[config.mk]
export PLATFORM = sky130hd
export DESIGN_NAME = bram_responder
export DESIGN_NICKNAME = d
export VERILOG_FILES = /design/src/rtl/bram_pkg.sv /design/src/rtl/bram_skid_buffer.sv /design/src/rtl/bram_responder.sv
export SDC_FILE = /design/constraint.sdc
export NUM_CORES = 1
export LEC_CHECK = 0
export CORE_MARGIN = 2
export CORE_UTILIZATION = 65
export DETAILED_ROUTE_END_ITERATION = 12
export MAX_ROUTING_LAYER = met4
export PLACE_DENSITY = 0.86
export SLEW_MARGIN = 0
export SYNTH_ARGS = -nofsm -noshare
export SYNTH_HDL_FRONTEND = slang
export SYNTH_HIERARCHICAL = 1
export SYNTH_SLANG_ARGS = --single-unit
[constraint.sdc]
create_clock -name clk -period 7.65 [get_ports clk]
set_input_delay 1.1475 -clock clk [delete_from_list [all_inputs] [get_ports clk]]
set_output_delay 1.1475 -clock clk [all_outputs]
set_load 0.03 [all_outputs]
[src/rtl/bram_pkg.sv]
// Shared types for the BRAM responder: the host-ownership FSM states and the
// helper that sizes the fill/dump pointer.
package bram_pkg;

  typedef enum logic [1:0] {
    IDLE       = 2'd0,
    FILL       = 2'd1,
    DUMP       = 2'd2,
    DUMP_DRAIN = 2'd3
  } state_t;

  // The pointer must be able to hold DEPTH itself, so it is clog2(DEPTH+1) wide.
  function automatic int ptr_width(input int depth);
    return $clog2(depth + 1);
  endfunction

endpackage

[src/rtl/bram_skid_buffer.sv]
// Two-entry ready/valid buffer carrying a data word plus a last flag.
// Entry 0 is always the head. The producer must not push into a full buffer unless it pops in the same cycle.
module bram_skid_buffer #(
  parameter int DATA_WIDTH = 8
) (
  input  logic                  clk,
  input  logic                  rst_n,
  input  logic                  push,
  input  logic [DATA_WIDTH-1:0] push_data,
  input  logic                  push_last,
  output logic                  out_valid,
  input  logic                  out_ready,
  output logic [DATA_WIDTH-1:0] out_data,
  output logic                  out_last,
  output logic [1:0]            count
);

  // Handshake: a word transfers on any clock edge where out_valid && out_ready.
  logic [DATA_WIDTH:0] ent0;
  logic [DATA_WIDTH:0] ent1;
  logic                pop;

  assign out_valid = (count != 2'd0);
  assign out_data  = ent0[DATA_WIDTH-1:0];
  assign out_last  = ent0[DATA_WIDTH];
  assign pop       = out_valid && out_ready;

  always_ff @(posedge clk or negedge rst_n) begin
    if (!rst_n) begin
      ent0  <= '0;
      ent1  <= '0;
      count <= 2'd0;
    end else begin
      case ({push, pop})
        2'b10: begin
          if (count == 2'd0) ent0 <= {push_last, push_data};
          else               ent1 <= {push_last, push_data};
          count <= count + 2'd1;
        end
        2'b01: begin
          ent0  <= ent1;
          count <= count - 2'd1;
        end
        2'b11: begin
          if (count == 2'd1) begin
            ent0 <= {push_last, push_data};
          end else begin
            ent0 <= ent1;
            ent1 <= {push_last, push_data};
          end
        end
        default: ;
      endcase
    end
  end

endmodule

[src/rtl/bram_responder.sv]
// Dual-port BRAM model for kernel benches, with a host stream port to preload
// (FILL) and dump (DUMP) the array, plus sticky protocol-error flags.
module bram_responder
  import bram_pkg::*;
#(
  parameter int DATA_WIDTH = 8,
  parameter int ADDR_WIDTH = 4,
  parameter int DEPTH      = 16
) (
  input  logic                  clk,
  input  logic                  rst_n,
  input  logic                  ce0,
  input  logic                  we0,
  input  logic [ADDR_WIDTH-1:0] address0,
  input  logic [DATA_WIDTH-1:0] dout0,
  output logic [DATA_WIDTH-1:0] din0,
  input  logic                  ce1,
  input  logic                  we1,
  input  logic [ADDR_WIDTH-1:0] address1,
  input  logic [DATA_WIDTH-1:0] dout1,
  output logic [DATA_WIDTH-1:0] din1,
  input  logic                  fill_start,
  input  logic                  dump_start,
  input  logic                  host_wr_valid,
  output logic                  host_wr_ready,
  input  logic [DATA_WIDTH-1:0] host_wr_data,
  output logic                  host_rd_valid,
  input  logic                  host_rd_ready,
  output logic [DATA_WIDTH-1:0] host_rd_data,
  output logic                  host_rd_last,
  output logic                  busy,
  output logic                  oob_err,
  output logic                  own_err,
  output state_t                fsm_state
);

  localparam int                PW       = ptr_width(DEPTH);
  localparam logic [PW-1:0]     LAST_PTR = PW'(DEPTH - 1);
  localparam logic [ADDR_WIDTH:0] DEPTH_A = (ADDR_WIDTH + 1)'(DEPTH);

  state_t                state, state_nxt;
  logic [PW-1:0]         ptr, ptr_nxt;
  logic [ADDR_WIDTH-1:0] ptr_addr;
  logic [DATA_WIDTH-1:0] mem [2**ADDR_WIDTH];

  logic k_en0, k_en1, in_rng0, in_rng1;
  logic k_wr0, k_wr1, k_rd0, k_rd1, k_oob0, k_oob1;
  logic fill_wr, rd_issue, pop;
  logic rd_pend, rd_pend_last;
  logic [DATA_WIDTH-1:0] rd_word;
  logic [1:0]            buf_count;
  logic [2:0]            occ;

  assign ptr_addr      = ADDR_WIDTH'(ptr);
  assign busy          = (state != IDLE);
  assign host_wr_ready = (state == FILL);
  assign fsm_state     = state;

  // Kernel ports are only honoured while the host does not own the array.
  assign k_en0   = ce0 && !busy;
  assign k_en1   = ce1 && !busy;
  assign in_rng0 = {1'b0, address0} < DEPTH_A;
  assign in_rng1 = {1'b0, address1} < DEPTH_A;
  assign k_wr0   = k_en0 && we0 && in_rng0;
  assign k_wr1   = k_en1 && we1 && in_rng1;
  assign k_rd0   = k_en0 && !we0 && in_rng0;
  assign k_rd1   = k_en1 && !we1 && in_rng1;
  assign k_oob0  = k_en0 && !in_rng0;
  assign k_oob1  = k_en1 && !in_rng1;

  assign fill_wr = (state == FILL) && host_wr_valid;
  assign pop     = host_rd_valid && host_rd_ready;

  // Occupancy the in-flight read will see when it lands; issue only if a slot is left.
  assign occ      = {1'b0, buf_count} + {2'b00, rd_pend} - {2'b00, pop};
  assign rd_issue = (state == DUMP) && (occ <= 3'd1);

  always_ff @(posedge clk or negedge rst_n) begin
    if (!rst_n) begin
      state <= IDLE;
      ptr   <= '0;
    end else begin
      state <= state_nxt;
      ptr   <= ptr_nxt;
    end
  end

  always_comb begin
    state_nxt = state;
    ptr_nxt   = ptr;
    case (state)
      IDLE: begin
        if (fill_start) begin
          state_nxt = FILL;
          ptr_nxt   = '0;
        end else if (dump_start) begin
          state_nxt = DUMP;
          ptr_nxt   = '0;
        end
      end
      FILL: begin
        if (fill_wr) begin
          ptr_nxt = ptr + PW'(1);
          if (ptr == LAST_PTR) state_nxt = IDLE;
        end
      end
      DUMP: begin
        if (rd_issue) begin
          ptr_nxt = ptr + PW'(1);
          if (ptr == LAST_PTR) state_nxt = DUMP_DRAIN;
        end
      end
      DUMP_DRAIN: begin
        if (buf_count == 2'd0 && !rd_pend) state_nxt = IDLE;
      end
      default: state_nxt = IDLE;
    endcase
  end

  // Array is never reset. Port 1 is written last so it wins a same-address collision.
  always_ff @(posedge clk) begin
    if (fill_wr) mem[ptr_addr] <= host_wr_data;
    if (k_wr0)   mem[address0] <= dout0;
    if (k_wr1)   mem[address1] <= dout1;
  end

  always_ff @(posedge clk or negedge rst_n) begin
    if (!rst_n) begin
      din0    <= '0;
      din1    <= '0;
      oob_err <= 1'b0;
      own_err <= 1'b0;
    end else begin
      if (k_rd0)       din0 <= mem[address0];
      else if (k_oob0) din0 <= '0;
      if (k_rd1)       din1 <= mem[address1];
      else if (k_oob1) din1 <= '0;
      if (k_oob0 || k_oob1)        oob_err <= 1'b1;
      if (busy && (ce0 || ce1))    own_err <= 1'b1;
    end
  end

  always_ff @(posedge clk or negedge rst_n) begin
    if (!rst_n) begin
      rd_pend      <= 1'b0;
      rd_pend_last <= 1'b0;
      rd_word      <= '0;
    end else begin
      rd_pend <= rd_issue;
      if (rd_issue) begin
        rd_word      <= mem[ptr_addr];
        rd_pend_last <= (ptr == LAST_PTR);
      end
    end
  end

  bram_skid_buffer #(
    .DATA_WIDTH(DATA_WIDTH)
  ) u_skid (
    .clk      (clk),
    .rst_n    (rst_n),
    .push     (rd_pend),
    .push_data(rd_word),
    .push_last(rd_pend_last),
    .out_valid(host_rd_valid),
    .out_ready(host_rd_ready),
    .out_data (host_rd_data),
    .out_last (host_rd_last),
    .count    (buf_count)
  );

endmodule

# Word-level counts from Yosys, hierarchy flattened
# Memories as Yosys holds them, arrays and structs flattened. A register that Yosys moved wholly into a read port is not among the register bits.
# Cells that the tools add are included.
# Widths: inputs -> output; s select.
# word_totals
ff_bits	30
ramBits	128
n_memories	1
# op_classes
n_reduce_logical	32
magnitude_cmp	1
muxes	29
n_eq_ne	17
n_addsub	5
# memory_table
name	words	width	rd	rd_ports_with_merged_regs	wr	line	rtl
mem	16	8	3	3	2	bram_responder.sv:44	logic [DATA_WIDTH-1:0] mem [2**ADDR_WIDTH];
# ops
op	n
$mux 9	4
$pmux 9 s3	1
$mux 5	4
$pmux 9 s2	1
$pmux 5 s3	1
$mux 2	7
$logic_and 1x1->1	11
$ne 2x2->1 const B	5
$eq 2x2->1 const B	4
$mux 8	1
$pmux 2 s4	1
$reduce_bool 2->1	4
$reduce_or 8->1	1
$logic_not 1->1	7
$mux 1	7
$eq 2x1->1 const B	3
$ne 2x1->1 const B	3
$reduce_and 6->1	1
$reduce_bool 3->1	2
$add 5x1->5 const B	1
$eq 5x4->1 const B	1
$logic_not 2->1	2
$mux 4	1
$pmux 2 s2	1
10 further kinds	10

# Logic depth before layout (Yosys ltp)
# logic_depth
ltp_word	8
depth_mapped	12
depth_no_buf	12

# By module
# Netlist, hierarchy kept.
# by_module_without_submodules
mod	cells_per_inst	area_each_um2	instances	seq_area_each_um2
bram_responder	756	10507.6	1	4694.5
bram_skid_buffer	96	1061.0	1	500.5

# Least setup slack after synthesis
# No wires, ideal clock.
# synth_path
kind	input to register
startpoint	in host_rd_ready
endpoint	reg state[0] (netlist: fsm_state[0])
arrival_ps	3055
t_required_ps	7525
cell_stages	9
path_slack_ps	4470
setup_time_ps	125
path_buffers	0
cell_sequence	and2_1 -> ha_1 -> inv_1 -> ha_1 -> fa_1 -> xnor2_1 -> o21ai_1 -> o2111ai_1 -> mux2_2
# synth_via
elab_chain_cells	6
# synth_lines
item	line	rtl
start, declared	bram_responder.sv:28	input logic host_rd_ready,
$logic_and 1x1->1	bram_responder.sv:72	assign pop = host_rd_valid && host_rd_ready;
$sub 3x1->3	bram_responder.sv:75	assign occ = {1'b0, buf_count} + {2'b00, rd_pend} - {2'b00, pop};
$le 3x1->1	bram_responder.sv:76	assign rd_issue = (state == DUMP) && (occ <= 3'd1);
$logic_and 1x1->1	bram_responder.sv:76	
$ne 2x2->1 (no source line)	n/a	
$reduce_and 6->1 (no source line)	n/a	
end signal, assigned	bram_responder.sv:83	state <= state_nxt;
end, declared	bram_responder.sv:41	state_t state, state_nxt;
# No other way between the ends.
# A chain may end at the register's enable or synchronous reset.

==> summary.txt <==
Place
  • Pre-CTS WS: 3.30 ns
  • HPWL Detailed: 24.8 mm
  • Port-buffer cells: 72
  • Placer Congestion: 1.01

Synthesis
  • Syn Area/Cell: 13.6 um^2
  • Synth Instances: 852
  • Post-synth ARST share: 0.297
  • Yosys warns: 6
  • Synth Cell Area: 11,600 um^2
  • Number of synthesized flops with an enable pin: 128
  • Synth Area in Adders: 0.0190
  • Post-synthesis simple-gate area fraction: 0.0747
  • Sequential area share after synthesis: 0.449
  • Multiplexer share of the synthesized area: 0.353
  • Post-Synth XOR/XNOR Area: 0.00227
  • Syn Nets: 911
  • Synth Flop Type: edfxtp_1
  • Complex-gate fraction of the synthesized area: 0.0665
  • Main combinational cell family by area after synthesis: multiplexers
  • Yosys reg bits: 182
  • Distinct cells, synth: 58

STA
  • Sum Neg Setup Slack: 0 ns
  • # setup viols final: 0
  • Post-Route Skew: 0.0131 ns
  • Period minus WS final: 4.00 ns
  • Unrepaired setup endpoints after global routing: false
  • Slew Limit Fails: 0
  • Fmax: 0.250 GHz
  • Final critical-path share of the clock period: 0.522
  • Worst setup margin: 3.65 ns
  • Worst slew margin relative to its limit: 0.237
  • Fin. Hold Viols: 0
  • Worst slew pin tran: 1.13 ns

Worst setup path
  • Slowest cell on crit path: o21ai_0
  • CP cell instances: clkdlybuf4s50_1, nand3_1, mux2i_1, nand2_1, o21ai_0
  • Crit path required time: 7.70 ns
  • CP arrival: 4.04 ns
  • Endpoint class of the critical path: register
  • Critical path class: primary input to register
  • Max stage delay on crit path: 0.92 ns
  • Max FO, Critical Path: 20
  • Worst Setup Start Kind: primary input

Power and ir drop
  • Int Pwr: 2.31 mW
  • Power Density: 284 nW/um^2
  • Clock Power Share: 0.238
  • Net Switching: 1.34 mW
  • P_leak: 4.60 nW
  • Comb pwr share: 0.390
  • Flop pwr share: 0.372
  • Worst VDD drop: 0.237 mV
  • Net Sw Frac: 0.367

Drt
  • Wirelength per Cell: 30.3 um
  • Vias: 8,392
  • First-pass DRT Iterations: 6
  • WL final: 34.1 mm
  • 1st-iter DRT viols: 1,265
  • DRC Markers: 0
  • Drt via density: 7.46
  • Post-route ant nets: 0

Global route
  • First-pass GRT wire length: 51.2 mm
  • Grt ovf: 0
  • Initial antenna violation count: 0
  • Vias in the first global route: 8,070
  • Largest net degree at the start of global routing: 55
  • All-Layer GR Usage: 0.391

Clock tree
  • Reg clk slew, reported paths: 0.07 ns
  • Hold Buf Count CTS: 0
  • Cts bufs inserted: 17
  • CTS root buf: clkbuf_16
  • Bufs on Longest Clock Path: 2
  • CTS tree: yes
  • Clk_lat worst skew: 0.44 ns
  • CTS resizes: 0
  • Clock Sinks: 182
  • Setup Buffers After CTS: 0
  • H-tree levels: 4

Floorplanning
  • I/O Pins: 74
  • Die H: 137 um
  • Core Box Area: 17,400 um^2
  • Initial Utilization: 0.667
  • DIE WIDTH: 137 um
  • FP Rows: 48
  • DIE AREA: 18,900 um^2

Status
  • Status: finished clean

Final layout
  • Layout cells sized above 1: 0.327
  • Final nets: 946
  • Area Overhead vs Synth: 11.3%
  • Diode count: 0

Hold path
  • Hold WC Path Type: register to register

Run
  • Max Cap Viol: 0
-- final timing paths --
kind                                     startpoint                           to  slack [ns]  cells after the start
hold reg to reg                 own_err$_DFFE_PN0P_          own_err$_DFFE_PN0P_        0.48                      1
max in group asynchronous                     rst_n           ptr[0]$_DFFE_PN0P_        6.34                      2
hold / removal                  own_err$_DFFE_PN0P_          own_err$_DFFE_PN0P_        0.48                      1
setup reg to reg           fsm_state[1]$_DFFE_PN0P_          mem[4][2]$_DFFE_PP_        3.84                      6
min in group asynchronous                     rst_n  u_skid/count[1]$_DFFE_PN0P_        0.83                      2
setup / recovery                                ce0          mem[4][2]$_DFFE_PP_        3.65                      5
-- metrics by stage --
stage / hold WS [ns] / power (mW) / instance area (um^2) / utilization / instances
2_1_floorplan: 0.475 / 2.35 / 11600 / - / 852
3_3_place_gp: 0.465 / 2.72 / 12300 / 0.708 / 1093
3_5_place_dp: 0.465 / 2.78 / 12300 / 0.708 / 1093
4_1_cts: 0.485 / 3.64 / 12900 / 0.742 / 1125
5_1_grt: 0.510 / 3.81 / 12900 / 0.742 / 1125
6_report: 0.481 / 3.66 / 12900 / 0.742 / 1125
-- layout make-up --
| type | instances | area [um^2] |
|---|---|---|
| fillers | 1122 | 4480 |
| flip-flops and latches | 182 | 5200 |
| repair buffers | 82 | 781 |
| inverters | 18 | 67.6 |
| well taps | 225 | 282 |
| clock buffers | 17 | 425 |
| clock inverters | 15 | 159 |
| multi-input cells | 586 | 5970 |
-- metal layers --
layer,routed length (um),track usage,vias up,part of all wire
met5,0,-,-,0
met4,966,0.113,0,0.028
met3,4780,0.114,79,0.14
met2,15300,0.573,694,0.45
met1,13000,0.538,4177,0.38
li1,-,-,3442,-
-- layout by cell type, fill, tap and decap left out, types with 22 or more instances in the layout --
master,n
mux2_2,151
edfxtp_1,128
mux2i_1,43
o22ai_1,22
mux4_2,68
a31oi_1,22
nand2_1,55
o21ai_0,23
dfrtp_1,53
nor2_1,37
clkdlybuf4s50_1,69
-- Yosys cell counts, types with 2 or more instances --
master | n | area share
a21oi_1 | 8 | 0.0035
a221o_1 | 9 | 0.0078
a22oi_1 | 16 | 0.010
a2bb2oi_1 | 2 | 0.0015
a31oi_1 | 22 | 0.012
and2_1 | 4 | 0.0022
and3_1 | 2 | 0.0011
buf_1 | 3 | 0.00097
buf_2 | 16 | 0.0069
buf_4 | 12 | 0.0078
buf_6 | 3 | 0.0029
clkbuf_1 | 32 | 0.010
dfrtp_1 | 54 | 0.12
edfxtp_1 | 128 | 0.33
ha_1 | 16 | 0.017
inv_1 | 17 | 0.0055
mux2_2 | 151 | 0.15
mux2_4 | 9 | 0.012
mux2i_1 | 43 | 0.037
mux4_1 | 11 | 0.025
mux4_2 | 68 | 0.13
nand2_1 | 55 | 0.018
nand2b_1 | 5 | 0.0027
nand3_1 | 12 | 0.0052
nand3_2 | 2 | 0.0017
nand3b_1 | 6 | 0.0039
nand4b_1 | 3 | 0.0023
nor2_1 | 37 | 0.012
nor2_2 | 9 | 0.0049
nor2b_1 | 8 | 0.0043
nor3_1 | 6 | 0.0026
nor3_4 | 2 | 0.0028
nor3b_1 | 4 | 0.0026
nor4_1 | 2 | 0.0011
o21ai_0 | 23 | 0.010
o21ai_1 | 3 | 0.0013
o21bai_1 | 3 | 0.0019
o22ai_1 | 22 | 0.012
o32ai_1 | 2 | 0.0015
or3_1 | 2 | 0.0011
or3b_2 | 2 | 0.0015
xnor2_1 | 2 | 0.0015
-- logic make-up after synthesis --
family | after synthesis
xor gates and xnor gates | 3
other | 1
buffers and inverters | 84
muxes | 282
AOI/OAI and AO/OA | 117
DFF | 182
adders and majority gates | 17
and+or+nand+nor | 166
-- sequential cells by signal (all words and copies together), names as in the netlist --
signal / count
din0: 8
rd_pend_last: 1
u_skid/ent1: 9
rd_word: 8
mem: 128
u_skid/count: 2
ptr: 5
fsm_state: 2
u_skid/ent0: 9
own_err: 1
rd_pend: 1
din1: 8
-- power groups by stage --
stage / clock network [mW] / logic (mW) / registers [mW]
final: 0.871 / 1.43 / 1.36
after floorplan: 0 / 0.872 / 1.48
after detailed placement: 0 / 1.41 / 1.38
after global routing: 0.912 / 1.53 / 1.37
after CTS: 0.868 / 1.42 / 1.36
after global placement: 0 / 1.36 / 1.36
-- worst max-delay path: cells and delay by family --
| family | cells | cell delay [ns] |
|---|---|---|
| compound gates | 1 | 0.92 |
| buf+inv | 1 | 0.55 |
| mux | 1 | 0.46 |
| simple gates | 2 | 0.95 |
Power figures use the tool's default switching activity.
